$ cat src/rtl/fp_div_seq.sv
// fp_div_seq: iterative IEEE-754 single-precision divider, z = a / b.
// Restoring radix-2 mantissa division producing one quotient bit per cycle,
// 26 iterations (24 mantissa bits + guard + round), then a rounding cycle.
// Denormal inputs are read as signed zero and no denormals are produced.

package fp_div_pkg;
  typedef enum logic [2:0] {
    IEEE_near,  // nearest, ties to even
    IEEE_zero,  // toward zero
    IEEE_pinf,  // toward +inf
    IEEE_ninf,  // toward -inf
    near_up,    // nearest, ties toward +inf
    away_zero   // away from zero
  } round_values;
endpackage

module fp_div_seq
  import fp_div_pkg::*;
#(
  parameter round_values ROUND = IEEE_near
) (
  input  logic        clk,
  input  logic        rst,      // asynchronous, active-low
  input  logic        start,
  input  logic [31:0] a,
  input  logic [31:0] b,
  output logic        busy,
  output logic        done,
  output logic [31:0] z,
  output logic [7:0]  status    // {0, dbz, inexact, huge, tiny, nan, inf, zero}
);

  localparam logic [1:0] S_IDLE  = 2'd0;
  localparam logic [1:0] S_DIV   = 2'd1;
  localparam logic [1:0] S_ROUND = 2'd2;

  // Special-case outcome decided at accept time; the quotient is ignored then.
  localparam logic [2:0] SP_NONE = 3'd0;
  localparam logic [2:0] SP_NAN  = 3'd1;
  localparam logic [2:0] SP_DBZ  = 3'd2;
  localparam logic [2:0] SP_INF  = 3'd3;
  localparam logic [2:0] SP_ZERO = 3'd4;

  logic [1:0]        r_state;
  logic [4:0]        r_cnt;
  logic [24:0]       r_rem;
  logic [23:0]       r_mb;
  logic [24:0]       r_q;      // quotient without its leading 1: frac[22:0], guard, round
  logic signed [9:0] r_exp;
  logic              r_sign;
  logic [2:0]        r_spec;
  logic              r_busy;
  logic              r_done;
  logic [31:0]       r_z;
  logic [7:0]        r_status;

  // Operand classification (exponent 0 covers both zero and denormal)
  logic w_a_zero, w_a_inf, w_a_nan, w_b_zero, w_b_inf, w_b_nan;
  assign w_a_zero = (a[30:23] == 8'h00);
  assign w_a_inf  = (a[30:23] == 8'hFF) && (a[22:0] == 23'd0);
  assign w_a_nan  = (a[30:23] == 8'hFF) && (a[22:0] != 23'd0);
  assign w_b_zero = (b[30:23] == 8'h00);
  assign w_b_inf  = (b[30:23] == 8'hFF) && (b[22:0] == 23'd0);
  assign w_b_nan  = (b[30:23] == 8'hFF) && (b[22:0] != 23'd0);

  // Mantissa pre-alignment so the quotient always lies in [1, 2)
  logic [23:0]       w_ma, w_mb;
  logic              w_adj;
  logic [24:0]       w_rem0;
  logic signed [9:0] w_exp0;
  assign w_ma   = {1'b1, a[22:0]};
  assign w_mb   = {1'b1, b[22:0]};
  assign w_adj  = (w_ma < w_mb);
  assign w_rem0 = w_adj ? {w_ma, 1'b0} : {1'b0, w_ma};
  assign w_exp0 = {2'b00, a[30:23]} - {2'b00, b[30:23]} + 10'd127 - {9'd0, w_adj};

  // Special-case priority: NaN-producing, divide-by-zero, inf result, zero result
  logic [2:0] w_spec;
  always_comb begin
    // NOTE: every always_comb output gets a default first so no path leaves it unassigned (no latch).
    w_spec = SP_NONE;
    if (w_a_nan || w_b_nan || (w_a_zero && w_b_zero) || (w_a_inf && w_b_inf))
      w_spec = SP_NAN;
    else if (w_b_zero && !w_a_inf)
      w_spec = SP_DBZ;
    else if (w_a_inf)
      w_spec = SP_INF;
    else if (w_b_inf || w_a_zero)
      w_spec = SP_ZERO;
  end

  // One restoring division step
  logic        w_ge;
  logic [24:0] w_diff;
  assign w_ge   = (r_rem >= {1'b0, r_mb});
  assign w_diff = w_ge ? (r_rem - {1'b0, r_mb}) : r_rem;

  // Rounding inputs
  logic w_lsb, w_guard, w_round, w_sticky, w_inexact;
  assign w_lsb     = r_q[2];
  assign w_guard   = r_q[1];
  assign w_round   = r_q[0];
  assign w_sticky  = (r_rem != 25'd0);
  assign w_inexact = w_guard | w_round | w_sticky;

  // Round-up decision and overflow-to-infinity choice for the configured mode
  logic w_inc, w_ovf_inf;
  always_comb begin
    w_inc     = 1'b0;
    w_ovf_inf = 1'b1;
    case (ROUND)
      IEEE_near: w_inc = w_guard & (w_round | w_sticky | w_lsb);
      IEEE_zero: begin w_inc = 1'b0; w_ovf_inf = 1'b0; end
      IEEE_pinf: begin w_inc = ~r_sign & w_inexact; w_ovf_inf = ~r_sign; end
      IEEE_ninf: begin w_inc = r_sign & w_inexact; w_ovf_inf = r_sign; end
      near_up:   w_inc = w_guard & (w_round | w_sticky | ~r_sign);
      away_zero: w_inc = w_inexact;
      default:   w_inc = 1'b0;
    endcase
  end

  // Fraction increment; a carry out means 1.11..1 rounded to 10.0 (fraction wraps to 0)
  logic [23:0]       w_fsum;
  logic signed [9:0] w_exp_fin;
  assign w_fsum    = {1'b0, r_q[24:2]} + {23'd0, w_inc};
  assign w_exp_fin = r_exp + {9'd0, w_fsum[23]};

  // Final result and status selection
  logic [31:0] w_z_nx;
  logic [7:0]  w_st_nx;
  always_comb begin
    w_z_nx  = 32'd0;
    w_st_nx = 8'd0;
    case (r_spec)
      SP_NAN:  begin w_z_nx = 32'h7FC0_0000;             w_st_nx = 8'h04; end
      SP_DBZ:  begin w_z_nx = {r_sign, 8'hFF, 23'd0};    w_st_nx = 8'h42; end
      SP_INF:  begin w_z_nx = {r_sign, 8'hFF, 23'd0};    w_st_nx = 8'h02; end
      SP_ZERO: begin w_z_nx = {r_sign, 31'd0};           w_st_nx = 8'h01; end
      default: begin
        if (w_exp_fin > 10'sd254) begin
          if (w_ovf_inf) begin
            w_z_nx  = {r_sign, 8'hFF, 23'd0};
            w_st_nx = 8'h32;
          end else begin
            w_z_nx  = {r_sign, 31'h7F7F_FFFF};
            w_st_nx = 8'h30;
          end
        end else if (w_exp_fin < 10'sd1) begin
          w_z_nx  = {r_sign, 31'd0};
          w_st_nx = 8'h29;
        end else begin
          w_z_nx  = {r_sign, w_exp_fin[7:0], w_fsum[22:0]};
          w_st_nx = {2'b00, w_inexact, 5'b00000};
        end
      end
    endcase
  end

  // Control FSM and datapath registers: accept, iterate 26 times, round and publish
  always_ff @(posedge clk or negedge rst) begin
    // NOTE: state is updated with non-blocking assignments so every register samples pre-edge values.
    if (!rst) begin
      r_state  <= S_IDLE;
      r_cnt    <= 5'd0;
      r_rem    <= 25'd0;
      r_mb     <= 24'd0;
      r_q      <= 25'd0;
      r_exp    <= 10'sd0;
      r_sign   <= 1'b0;
      r_spec   <= SP_NONE;
      r_busy   <= 1'b0;
      r_done   <= 1'b0;
      r_z      <= 32'd0;
      r_status <= 8'd0;
    end else begin
      r_done <= 1'b0;
      case (r_state)
        S_IDLE: begin
          if (start) begin
            r_state <= S_DIV;
            r_busy  <= 1'b1;
            r_cnt   <= 5'd0;
            r_rem   <= w_rem0;
            r_mb    <= w_mb;
            r_q     <= 25'd0;
            r_exp   <= w_exp0;
            r_sign  <= a[31] ^ b[31];
            r_spec  <= w_spec;
          end
        end
        S_DIV: begin
          r_rem <= w_diff << 1;
          r_q   <= (r_q << 1) | {24'd0, w_ge};
          r_cnt <= r_cnt + 5'd1;
          if (r_cnt == 5'd25) r_state <= S_ROUND;
        end
        S_ROUND: begin
          r_z      <= w_z_nx;
          r_status <= w_st_nx;
          r_done   <= 1'b1;
          r_busy   <= 1'b0;
          r_state  <= S_IDLE;
        end
        default: r_state <= S_IDLE;
      endcase
    end
  end

  assign busy   = r_busy;
  assign done   = r_done;
  assign z      = r_z;
  assign status = r_status;

endmodule

$ cat config.mk
export PLATFORM = sky130hd
export DESIGN_NAME = fp_div_seq
export DESIGN_NICKNAME = d
export VERILOG_FILES = /design/src/rtl/fp_div_seq.sv
export SDC_FILE = /design/constraint.sdc
export NUM_CORES = 1
export LEC_CHECK = 0
export BUFFER_PORTS_ARGS = -buffer_cell sky130_fd_sc_hd__buf_4
export CORE_MARGIN = 2
export CORE_UTILIZATION = 51
export DETAILED_ROUTE_END_ITERATION = 10
export PLACE_DENSITY = 0.69
export SLEW_MARGIN = 20
export SYNTH_ARGS = -nofsm -noshare
export SYNTH_HDL_FRONTEND = slang
export SYNTH_SLANG_ARGS = --single-unit
export TNS_END_PERCENT = 5
$ cat constraint.sdc
create_clock -name clk -period 4.48 [get_ports clk]
set_clock_uncertainty 0.05 [all_clocks]
set_input_delay 0.224 -clock clk [delete_from_list [all_inputs] [get_ports clk]]
set_output_delay 0.224 -clock clk [all_outputs]
set_load 0.1 [all_outputs]
### After elaboration in Yosys (flattened, before gate mapping)

Index checks and enable logic that the tools add are counted.

* register bits after elaboration: 137
* bits of input ports: 67
* output and inout port bits: 42
* logic and storage cells: 92

* add/sub/neg operators: 7
* $lt $le $gt $ge: 4
* equality and inequality tests: 11
* muxes and demuxes: 24
* bitwise gates (word level): 7
* reduce and logical (&&, ||, !) cells: 27

Operators by type and width (count)
* 25-bit one-hot mux with 2 select lines: 2
* 32-bit one-hot mux with 3 select lines: 1
* 25-bit 2-to-1 mux: 3
* 31-bit 2-to-1 mux: 2
* 23-bit logical NOT: 2
* 23-bit nonzero test: 2
* 7-bit one-hot mux with 4 select lines: 1
* 25-bit by 24-bit greater-or-equal comparator with 1-bit output: 1
* 25-bit by 1-bit bitwise OR with 25-bit output: 1
* 25-bit nonzero test: 1
* 23-bit by 1-bit adder with 24-bit output: 1
* 24-bit < comparator: 1
* 24-bit 2-to-1 mux: 1
* 24-bit subtractor: 1
* 8-bit equality test, second input constant: 2
* 8-bit logical NOT: 2
* 3-bit 2-to-1 mux: 4
* 6-bit 2-to-1 mux: 2
* 10-bit by 1-bit adder with 10-bit output: 1
* 9-bit by 8-bit adder with 10-bit output, second input constant: 1
* 10-bit by 9-bit greater-than comparator with 1-bit output, second input constant: 1
* 10-bit by 2-bit < comparator with 1-bit output, second input constant: 1
* 5-bit one-hot mux with 2 select lines: 1
* 10-bit by 1-bit subtractor with 10-bit output: 1
* other kinds (24): 44

### Depth between registers and ports, before layout

Gate-level depths: netlist (run 1).

* depth after elaboration: 10
* mapped depth: 19
* mapped depth without buffers: 18

### Worst setup path before layout (run 1)

No wires, ideal clock.

* path kind: register to register
* start: register r_q[1]
* end: register r_z[10] (netlist: z[10])
* setup time: 0.133 ns
* data arrival time: 3.463 ns
* required time: 4.297 ns
* slack: 0.834 ns
* stages on the path, launching flop included: 17
* path buffers: 1
* period minus slack after synthesis: 3.646 ns
* cells stage by stage: dfrtp_1 > nand4_1 > nor2_1 > and4_1 > and2_1 > nand3_1 > nor2_1 > and3_1 > ha_1 > or4_1 > a21oi_1 > o22ai_1 > o31ai_1 > nor2_1 > nand2_1 > clkbuf_1 > o21ai_0

* longest elaborated chain between the ends: 7
* elaborated cells on any way between the ends: 8
* classes of those cells: 2 x add/sub; 2 x order compare; 3 x mux; 1 x bitwise

RTL lines
* start, declared: RTL line 48 `logic [24:0] r_q;`
* start signal, assigned: RTL line 193 `r_q <= (r_q << 1) | {24'd0, w_ge};`
* 1-bit AND (*): RTL line 112 `IEEE_near: w_inc = w_guard & (w_round | w_sticky | w_lsb);`
* 23-bit by 1-bit adder with 24-bit output (*): RTL line 125 `assign w_fsum = {1'b0, r_q[24:2]} + {23'd0, w_inc};`
* 10-bit by 1-bit adder with 10-bit output: RTL line 126 `assign w_exp_fin = r_exp + {9'd0, w_fsum[23]};`
* 10-bit by 2-bit < comparator with 1-bit output: RTL line 148 `end else if (w_exp_fin < 10'sd1) begin`
* 31-bit 2-to-1 mux: RTL line 148
* 31-bit 2-to-1 mux (*): RTL line 140 `if (w_exp_fin > 10'sd254) begin`
* 32-bit one-hot mux with 3 select lines (*): RTL line 134 `case (r_spec)`
* end signal, assigned: RTL line 198 `r_z <= w_z_nx;`
* end, declared: RTL line 54 `logic [31:0] r_z;`

Mark *: on every way between the ends. The rest lies on a longest branch, timed or not.
A chain may end at the register's enable or synchronous reset.

### Worst setup path in the final report (run 1)

* start: register r_q[1]
* end: register r_z[4] (netlist: z[4])

Same word-level chain as after synthesis.

==> impl_metrics.tcl, run 1 <==
set metrics [dict create \
    max_stage_delay_ns 0.45 \
    slew_violations 0 \
    syn_to_final_growth_pct 19.52 \
    setup_viol 0 \
    drc_errors 0 \
    grt_overflow_total 0 \
    insertion_delay_ns 0.42 \
    cp-end-kind "flip-flop" \
    setup-tns-final_ns 0 \
    drive_gt1_share_pct 14.04 \
    grt_max_degree 102 \
    cellPowerDensity_nw_per_um2 695.3 \
    synthAdderAreaFrac_pct 9.888 \
    io_pins 109 \
    viasPerCell 5.716 \
    cp_slowest_cell "nand2_1" \
    slew_headroom_pct 32.89 \
    syn_nets 1214 \
    dr.pass1.iters 5 \
    post-route-util_pct 61.54 \
    synth_compound_area_share_pct 18.11 \
    h-tree-depth 4 \
    synthFlopType "dfrtp_1" \
    core_um2 17840 \
    final_common_cell "nand2_1" \
    hold_violations 0 \
    crit_family "simple AND/OR/NAND/NOR gates" \
    cts_buffers 17 \
    floorplan.initialDensity_pct 51.49 \
    ir_drop_v 0.0003519 \
    rsz0062_at_grt "no" \
    synthCells 1077 \
    crit_path_max_fanout 21 \
    grt_pass1_wl_mm 38.83 \
    fillers 1560 \
    wl_per_cell_um 16.30 \
    drtIter0Drc 513 \
    critPathRequiredTime_ns 4.71 \
    crit_chain "nand4_1, nor2_1, and4_1, and2_1, nand3_1, nor2_1, and3_1, ha_1, or4_1, a21oi_1, o22ai_1, o31ai_1, nor2_1, nand2_1, o21ai_0" \
    cts_sinks 136 \
    post-route-period-util_pct 90.98 \
    final_cell_mix "167 x nand2_1, 136 x dfrtp_1, 120 x buf_4, 107 x o21ai_0, 75 x inv_1" \
    fmax_mhz 245.3 \
    grt_usage_pct 24.71 \
    grt_pass1_vias 7895 \
    status "finished clean" \
    tightest_slew_ns 1.004 \
    post_synth_num_cell_types 64 \
    synth_enable_flop_cells 0 \
    fin_nets 1328 \
    cp_common_cell "nor2_1" \
    routed_wl_mm 23.38 \
    grt_busiest_layer "met2" \
    yosys.area_share.simple_pct 19.41 \
    critPathArrivalTime_ns 4.31 \
    postCtsHoldBufs 22 \
    ctsResizeCount 0 \
    met2_usage_pct 40.49 \
    cts_root_buf "clkbuf_16" \
    gr-usage-met3_pct 5.265 \
    ant_nets 0 \
    gp_congestion 0.8446 \
    groute.layer.met1.usage_pct 33.51 \
    synthXorXnorAreaFrac_pct 5.911 \
    cp-start-kind "flip-flop" \
    cts_tree "built" \
    dieArea_um2 19100 \
    ys_warn_count 0 \
    io_buffers 107 \
    holdCritPathClass "in2reg" \
    crit_buf_inv 0 \
    cts_buffer_depth 2 \
    path_clk_slew_ns 0.06 \
    crit_type "reg2reg" \
    post_cts_buffers 0 \
    hpwlAfterDp_mm 16.75 \
    dieHeight_um 138.2 \
    rows 49 \
    synth_top_family_by_area "simple AND/OR/NAND/NOR gates" \
    die_w_um 138.2 \
    leakage_nw 5.232 \
    antenna_found_initial 1 \
    ys_seq_area_share_pct 37.05 \
    drv_cap 0 \
    syn-cell-area_um2 9186 \
    syn_area_per_cell_um2 8.530 \
    min_period_ns 4.076 \
    async_flop_share_pct 100.0 \
    via_count 8197 \
    synth-seq-cells 136 \
    yosys-mux-area-fraction_pct 4.154 \
]
## Yosys cell counts, types with 3 or more instances
| master | count | share of area (%) |
|---|---|---|
| nand2_1 | 167 | 6.8 |
| dfrtp_1 | 136 | 37 |
| o21ai_0 | 107 | 5.8 |
| inv_1 | 75 | 3.1 |
| ha_1 | 67 | 9.1 |
| nor2_1 | 54 | 2.2 |
| a21oi_1 | 52 | 2.8 |
| nand3_1 | 49 | 2.7 |
| clkbuf_1 | 36 | 1.5 |
| xnor2_1 | 33 | 3.1 |
| xor2_1 | 29 | 2.8 |
| mux2i_1 | 28 | 3.1 |
| a21o_1 | 27 | 2.2 |
| nand4_1 | 23 | 1.6 |
| nor4_1 | 18 | 1.2 |
| nor3_1 | 16 | 0.87 |
| mux2_2 | 9 | 1.1 |
| o22ai_1 | 9 | 0.61 |
| a221o_1 | 8 | 0.87 |
| o21a_1 | 8 | 0.65 |
| and3_1 | 7 | 0.48 |
| nand2b_1 | 7 | 0.48 |
| o31ai_1 | 7 | 0.57 |
| a211oi_1 | 6 | 0.49 |
| and4_1 | 6 | 0.57 |
| nand3b_1 | 6 | 0.49 |
| or4_1 | 6 | 0.49 |
| a221oi_1 | 5 | 0.48 |
| and2_1 | 5 | 0.34 |
| buf_1 | 5 | 0.20 |
| nor2b_1 | 5 | 0.34 |
| o221ai_1 | 5 | 0.48 |
| a22o_1 | 4 | 0.38 |
| a211o_1 | 3 | 0.29 |
| buf_2 | 3 | 0.16 |
| buf_6 | 3 | 0.37 |
| fa_1 | 3 | 0.65 |
| o211ai_1 | 3 | 0.25 |
| o21bai_1 | 3 | 0.25 |
| o31a_1 | 3 | 0.29 |
| or3_1 | 3 | 0.20 |
## layer usage
| layer | share of wire (%) | vias to the layer above |
|---|---|---|
| li1 | - | 4046 |
| met1 | 46 | 3890 |
| met2 | 47 | 231 |
| met3 | 5.7 | 30 |
| met4 | 1.8 | 0 |
| met5 | 0 | - |
## flip-flops by register name, summed over array words and instances, names as in the netlist, 3 cells and up
name and cells:
r_cnt 5, r_exp 10, r_mb 24, r_q 25, r_rem 25, r_spec 3, status 7, z 32
## worst min-delay path, cell delays in order
cell and delay (ns):
buf_4 0.11, nand2_1 0.05, o21ai_0 0.07
## power by group
group	internal, W	switching, W	total [W]
Combinational	0.00170	0.00245	0.00415
Clock	0.000786	0.000576	0.00136
Sequential	0.00168	0.000438	0.00212
## cells by family after synthesis
group | after synthesis
buffers and inverters | 124
other | 1
and+or+nand+nor | 379
DFF | 136
adders and majority gates | 71
muxes | 37
xor gates and xnor gates | 62
AOI/OAI and AO/OA | 267
## final cells by class
class | instances | area [µm²] | share of cell area (%)
sequential | 136 | 3403 | 31.00
clock inverter | 12 | 118.9 | 1.083
inverter | 75 | 281.5 | 2.564
antenna | 1 | 2.502 | 0.02279
timing repair buffer | 144 | 1142 | 10.40
clock buffer | 20 | 446.7 | 4.068
multi-input combinational | 817 | 5298 | 48.25
tap | 229 | 286.5 | 2.610
## through the flow
step                      cells  cell area (µm²)  power [W]  setup WS [ns]  hold WS [ns]
after floorplan            1077             9186   0.005285         0.8339       -0.1216
after global placement     1378            10180   0.006132         0.4420        0.3527
after detailed placement   1378            10180   0.006206         0.3761        0.3613
after CTS                  1432            10970   0.007620         0.3354      0.002261
after global routing       1433            10980   0.008203        0.01145      0.009830
final                      1434            10980   0.007634         0.4040       0.01447
## worst paths after layout
kind / startpoint / end / slack (ns) / cells after the start
worst max-delay path: r_q[1] / z[4] / 0.40 / 15
worst min-delay path: b[21] / r_mb[21] / 0.01 / 3
worst max register to register: r_q[1] / z[4] / 0.40 / 15
worst min register to register: r_mb[23] / r_mb[23] / 0.40 / 2
max in group asynchronous: rst / busy / 2.86 / 3
min in group asynchronous: rst / r_exp[3] / 0.42 / 2
(Power assumes the default switching activity.)
==> inputs of run 2 (changes only) <==
- CAP_MARGIN: not set -> 10
- CELL_PAD_IN_SITES_DETAIL_PLACEMENT: not set -> 1
- CELL_PAD_IN_SITES_GLOBAL_PLACEMENT: not set -> 1
- CORE_UTILIZATION: 51 -> 45
- PLACE_DENSITY: 0.69 -> 0.79
==> impl_metrics.tcl, run 2 (synthesis gave the netlist of run 1 again) <==
set metrics [dict create \
    grt_pass1_vias 8982 \
    final_common_cell "nand2_1" \
    dpl_cell_area_um2 10240 \
    diodes 0 \
    min_period_ns 4.157 \
    ir_drop_v 0.0004226 \
    crit_type "reg2reg" \
    grt_usage_pct 26.63 \
    setup_viol 0 \
    io_pins 109 \
    grt_overflow_total 0 \
    gp_congestion 0.8765 \
    dieArea_um2 21570 \
    critPathArrivalTime_ns 4.42 \
    dieHeight_um 146.9 \
    cts_buffers 17 \
    r2r_start "r_q[4]" \
    cellPowerDensity_nw_per_um2 721.2 \
    h-tree-depth 4 \
    wl_met1_mm 12.28 \
    core_um2 20100 \
    drtIter0Drc 412 \
    hpwlAfterDp_mm 20.14 \
    largest_reg_flops 32 \
    drv_cap 0 \
    critPathRequiredTime_ns 4.75 \
    grt_pass1_wl_mm 46.23 \
    status "finished clean" \
    fmax_mhz 240.6 \
    insertion_delay_ns 0.43 \
    cp-end-kind "flip-flop" \
    drive_gt1_share_pct 14.64 \
    cts_root_buf "clkbuf_16" \
    fin_nets 1326 \
    holdPathEnd "r_mb[14]" \
    ant_nets 0 \
    leakage_nw 5.258 \
    via_count 8507 \
    rrSetupSlack_ns 0.32 \
    cts_sinks 136 \
    holdCritPathClass "in2reg" \
    floorplan.initialDensity_pct 45.69 \
    wl_met3_mm 1.009 \
    rsz0062_at_grt "no" \
    grt_max_degree 103 \
    fillers 2330 \
    post-route-util_pct 55.09 \
    syn_to_final_growth_pct 20.57 \
    cp-start-kind "flip-flop" \
    final_cell_mix "167 x nand2_1, 136 x dfrtp_1, 121 x buf_4, 107 x o21ai_0, 75 x inv_1" \
    drc_errors 0 \
    cts_buffer_depth 2 \
    p_sw_w 0.003744 \
    hold_violations 0 \
    path_clk_slew_ns 0.06 \
    tightest_slew_ns 0.9540 \
    dr_wl_met2_mm 14.25 \
    swShare_pct 46.87 \
    p_clk_share_pct 18.7 \
    post-route-period-util_pct 92.78 \
    min_path_cells 3 \
    fin_area_um2 11080 \
    viasPerCell 5.779 \
    setup-tns-final_ns 0 \
    die_w_um 146.9 \
    r2r_cells 15 \
    reg2reg_to "z[23]" \
    wl_per_cell_um 19.09 \
    combPwrFrac_pct 54.2 \
    crit_path_max_fanout 5 \
    rows 52 \
    highest_layer "met4" \
    slew_violations 0 \
    dr.pass1.iters 5 \
    routed_wl_mm 28.11 \
    seqPwrFrac_pct 27.0 \
    min_from "b[14]" \
    io_buffers 107 \
    p_int_w 0.004244 \
    cts_tree "built" \
    antenna_found_initial 0 \
    slew_headroom_pct 36.40 \
]
## run 2: changes by cell type in the layout (fill, tap and decap cells not counted), sizes merged, moves of 3 or more
cell	previous run	this run
clkinv	6	1
clkbuf	20	17
dlygate4sd3	23	20
inv	78	86
## run 2: what timing repair did
item | CTS | global route
gates resized for setup | 0 | 4
setup endpoints to repair | 0 | 28
hold buffers | 20 | 0
endpoints found under the hold margin | 120 | 0
setup buffers | 0 | 0
## run 2: final cells by class
type | count | area, µm² | area share [%]
Inverter | 75 | 281.5 | 2.542
Clock buffer | 17 | 425.4 | 3.841
Multi-Input combinational cell | 817 | 5313 | 47.97
Timing Repair Buffer | 142 | 1120 | 10.11
Clock inverter | 15 | 195.2 | 1.762
Tap cell | 270 | 337.8 | 3.050
Sequential cell | 136 | 3403 | 30.73
## run 2: critical path: stages, from the launching register on
cell and delay [ns]:
dfrtp_1 0.44, nand4_1 0.19, nor2_2 0.26, and4_1 0.26, and2_1 0.19, nand3_1 0.16, nor2_1 0.21, and3_1 0.25
ha_1 0.30, or4_1 0.41, a21oi_1 0.13, o22ai_1 0.12, o31ai_2 0.40, inv_1 0.13, a221o_1 0.37, a22o_1 0.18
## run 2: worst max-delay path by stage
stage / startpoint / to / depth (start not counted)
4_1_cts: r_q[4] / z[10] / 16
3_3_place_gp: r_q[1] / z[6] / 16
6_report: r_q[4] / z[23] / 15
2_1_floorplan: r_q[1] / z[10] / 16
3_5_place_dp: r_q[1] / z[10] / 16
5_1_grt: r_q[4] / z[12] / 16
## run 2: power groups by stage
stage	Clock [W]	Combinational, W	Sequential (W)
2_1_floorplan	0	0.00298	0.00230
3_3_place_gp	0	0.00407	0.00213
3_5_place_dp	0	0.00423	0.00216
4_1_cts	0.00153	0.00432	0.00215
5_1_grt	0.00157	0.00475	0.00222
6_report	0.00150	0.00433	0.00216
## run 2: per-stage QoR
stage	hold WS (ns)	cells	power [W]	setup WS, ns
after floorplan	-0.1216	1077	0.005285	0.8339
after global placement	0.3564	1420	0.006196	0.3551
after detailed placement	0.3549	1420	0.006384	0.1004
after CTS	0.001970	1472	0.007995	0.02032
after global routing	0.008480	1472	0.008545	0.05695
final	0.009563	1472	0.007988	0.3235
## run 2: routing by layer
layer | up-vias | track usage [%]
met2 | 191 | 47.51
met4 | 0 | 7.476
met5 | - | 0
li1 | 4051 | -
met3 | 46 | 4.814
met1 | 4219 | 33.10
==> inputs of run 3 (changes only) <==
- ABC_AREA: not set -> 1
- CORE_UTILIZATION: 45 -> 43
==> impl_metrics.tcl, run 3 <==
set metrics [dict create \
    status "finished clean" \
    crit_family "simple AND/OR/NAND/NOR gates" \
    floorplan.initialDensity_pct 43.53 \
    h-tree-depth 4 \
    yosysTopAreaCellShare_pct 33.61 \
    whs_ns 0.04562 \
    via_count 10175 \
    final_cell_mix "462 x nand2_1, 241 x inv_1, 136 x dfrtp_1, 119 x nand3_1, 115 x buf_4" \
    antenna_found_initial 0 \
    ir_drop_v 0.0002641 \
    cts_buffer_depth 2 \
    cp-end-kind "flip-flop" \
    synth_enable_flop_cells 0 \
    async_flop_share_pct 100.0 \
    ant_nets 0 \
    r2r_cells 20 \
    pre_cts_ws_ns 0.6335 \
    io_buffers 107 \
    synth-seq-cells 136 \
    cp_num_cells 20 \
    wl_per_cell_um 17.00 \
    synth_top_area_cell "dfrtp_1" \
    syn_to_final_growth_pct 17.37 \
    synthCells 1483 \
    grt_usage_pct 27.20 \
    final_common_cell "nand2_1" \
    post_synth_num_cell_types 52 \
    post_cts_buffers 0 \
    cp-start-kind "flip-flop" \
    grt_overflow_total 0 \
    grt_busiest_layer "met2" \
    hold_violations 0 \
    synth.most_common_cell "nand2_1" \
    path_clk_slew_ns 0.06 \
    cts_sinks 136 \
    fmax_mhz 253.8 \
    max_stage_delay_ns 0.41 \
    slew_headroom_pct 29.10 \
    cts_buffers 17 \
    tightest_slew_ns 1.060 \
    diodes 0 \
    cts_root_buf "clkbuf_16" \
    drc_errors 0 \
    drv_cap 0 \
    gp_congestion 0.8739 \
    rows 56 \
    drive_gt1_share_pct 11.73 \
    critPathArrivalTime_ns 4.24 \
    critPathRequiredTime_ns 4.78 \
    crit_type "reg2reg" \
    dpl_cell_area_um2 11230 \
    hpwlAfterDp_mm 24.49 \
    grt_pass1_wl_mm 53.23 \
    cellPowerDensity_nw_per_um2 738.6 \
    cp_slowest_cell "dfrtp_1" \
    syn_area_per_cell_um2 6.828 \
    setup_slack_ns 0.5400 \
    setup-tns-final_ns 0 \
    drtIter0Drc 528 \
    power_w 0.008778 \
    crit_chain "nand2_1, nor3_2, nand4_1, nor2_1, nand2_1, nor2_1, nand2_1, nor3_1, nand3_1, nor2_1, ha_1, nand3_1, inv_1, nand2_2, nor2_4, xor2_4, o21ai_2, nor2_4, nand2_4, o21ai_0" \
    crit_path_max_fanout 19 \
    ys_warn_count 0 \
    dieArea_um2 24790 \
    dr.pass1.iters 5 \
    fin_nets 1718 \
    syn_nets 1620 \
    min_period_ns 3.940 \
    fin_area_um2 11890 \
    met2_usage_pct 45.02 \
    syn-cell-area_um2 10130 \
    leakage_nw 6.415 \
    gr-usage-met3_pct 3.992 \
    routed_wl_mm 32.51 \
    dieHeight_um 157.5 \
    slew_violations 0 \
    rsz0062_at_grt "no" \
    holdCritPathClass "in2reg" \
    cts_tree "built" \
    grt_pass1_vias 10412 \
    core_um2 23260 \
    post-route-period-util_pct 87.95 \
    yosys-top-cells-area "dfrtp_1 34%, nand2_1 17%, inv_1 8.9%" \
    grt_max_degree 99 \
    viasPerCell 5.319 \
    groute.layer.met1.usage_pct 38.05 \
    largest_reg_flops 32 \
    insertion_delay_ns 0.43 \
    ys_seq_area_share_pct 33.61 \
    io_pins 109 \
    setup_viol 0 \
    synthFlopType "dfrtp_1" \
    die_w_um 157.5 \
    synthTopCellsByCount "464 x nand2_1, 241 x inv_1, 136 x dfrtp_1" \
    crit_buf_inv 1 \
    min_path_cells 3 \
]
-- run 3: cell count changes after synthesis, moves of 26 or more --
cell,previous run,this run
nor2_1,54,87
inv_1,75,241
a21o_1,27,1
nand3_1,49,119
o21ai_0,107,69
nand2_1,167,464
mux2i_1,28,1
nand4_1,23,54
-- run 3: path summary, 6_finish.rpt --
check	endpoint	startpoint	slack (ns)
worst max-delay path	z[3]	r_q[4]	0.54
worst max register to register	z[3]	r_q[4]	0.54
worst min-delay path	r_mb[1]	b[1]	0.05
worst min register to register	r_mb[23]	r_mb[23]	0.41
max in group asynchronous	z[1]	rst	2.83
min in group asynchronous	r_mb[7]	rst	0.40
-- run 3: through the flow --
stage,utilization (%),std cells
2_1_floorplan,-,1483
3_3_place_gp,48.30,1879
3_5_place_dp,48.30,1879
4_1_cts,51.07,1913
5_1_grt,51.09,1913
6_report,51.09,1913
-- run 3: what timing repair did --
action | CTS | global route
hold endpoints to repair | 98 | 0
gates resized for setup | 0 | 1
endpoints found under the setup margin | 0 | 1
hold buffers | 2 | 0
-- run 3: cell type report --
class,instances,area (µm²)
Clock buffer,17,425.4
Clock inverter,15,200.2
Tap cell,319,399.1
Timing Repair Buffer,118,894.6
Sequential cell,136,3403
Multi-Input combinational cell,1064,5647
Inverter,244,915.9
Fill cell,3117,11380
-- run 3: logic make-up (layout without fill, tap and decap cells) --
kind of cell	after synthesis	count (layout)	share of synthesized area (%)
and+or+nand+nor	784	784	33.67
adders and majority gates	70	70	8.872
other	1	1	0.03703
muxes	1	1	0.09885
buffers and inverters	283	394	10.73
AOI/OAI and AO/OA	176	176	10.03
xor gates and xnor gates	32	32	2.953
DFF	136	136	33.61
-- run 3: per-layer routing --
| layer | part of all wire [%] | wire length [µm] |
|---|---|---|
| met1 | 48 | 15760 |
| met2 | 47 | 15120 |
| met3 | 3.9 | 1279 |
| met4 | 1.1 | 350 |
| met5 | 0 | 0 |
-- run 3: report_power, final --
part           switching [W]  leakage (nW)  internal [W]
clock network       0.000663         0.304      0.000856
logic                0.00347          4.38       0.00170
registers           0.000412          1.73       0.00168
-- run 3: worst register-to-register path, delay by kind of cell (launching register included) --
| kind | cells | cell delay (ns) |
|---|---|---|
| buf+inv | 1 | 0.14 |
| compound gates | 2 | 0.40 |
| simple gates | 15 | 2.39 |
| fa+ha+maj | 1 | 0.26 |
| flops | 1 | 0.41 |
| xor+xnor | 1 | 0.20 |
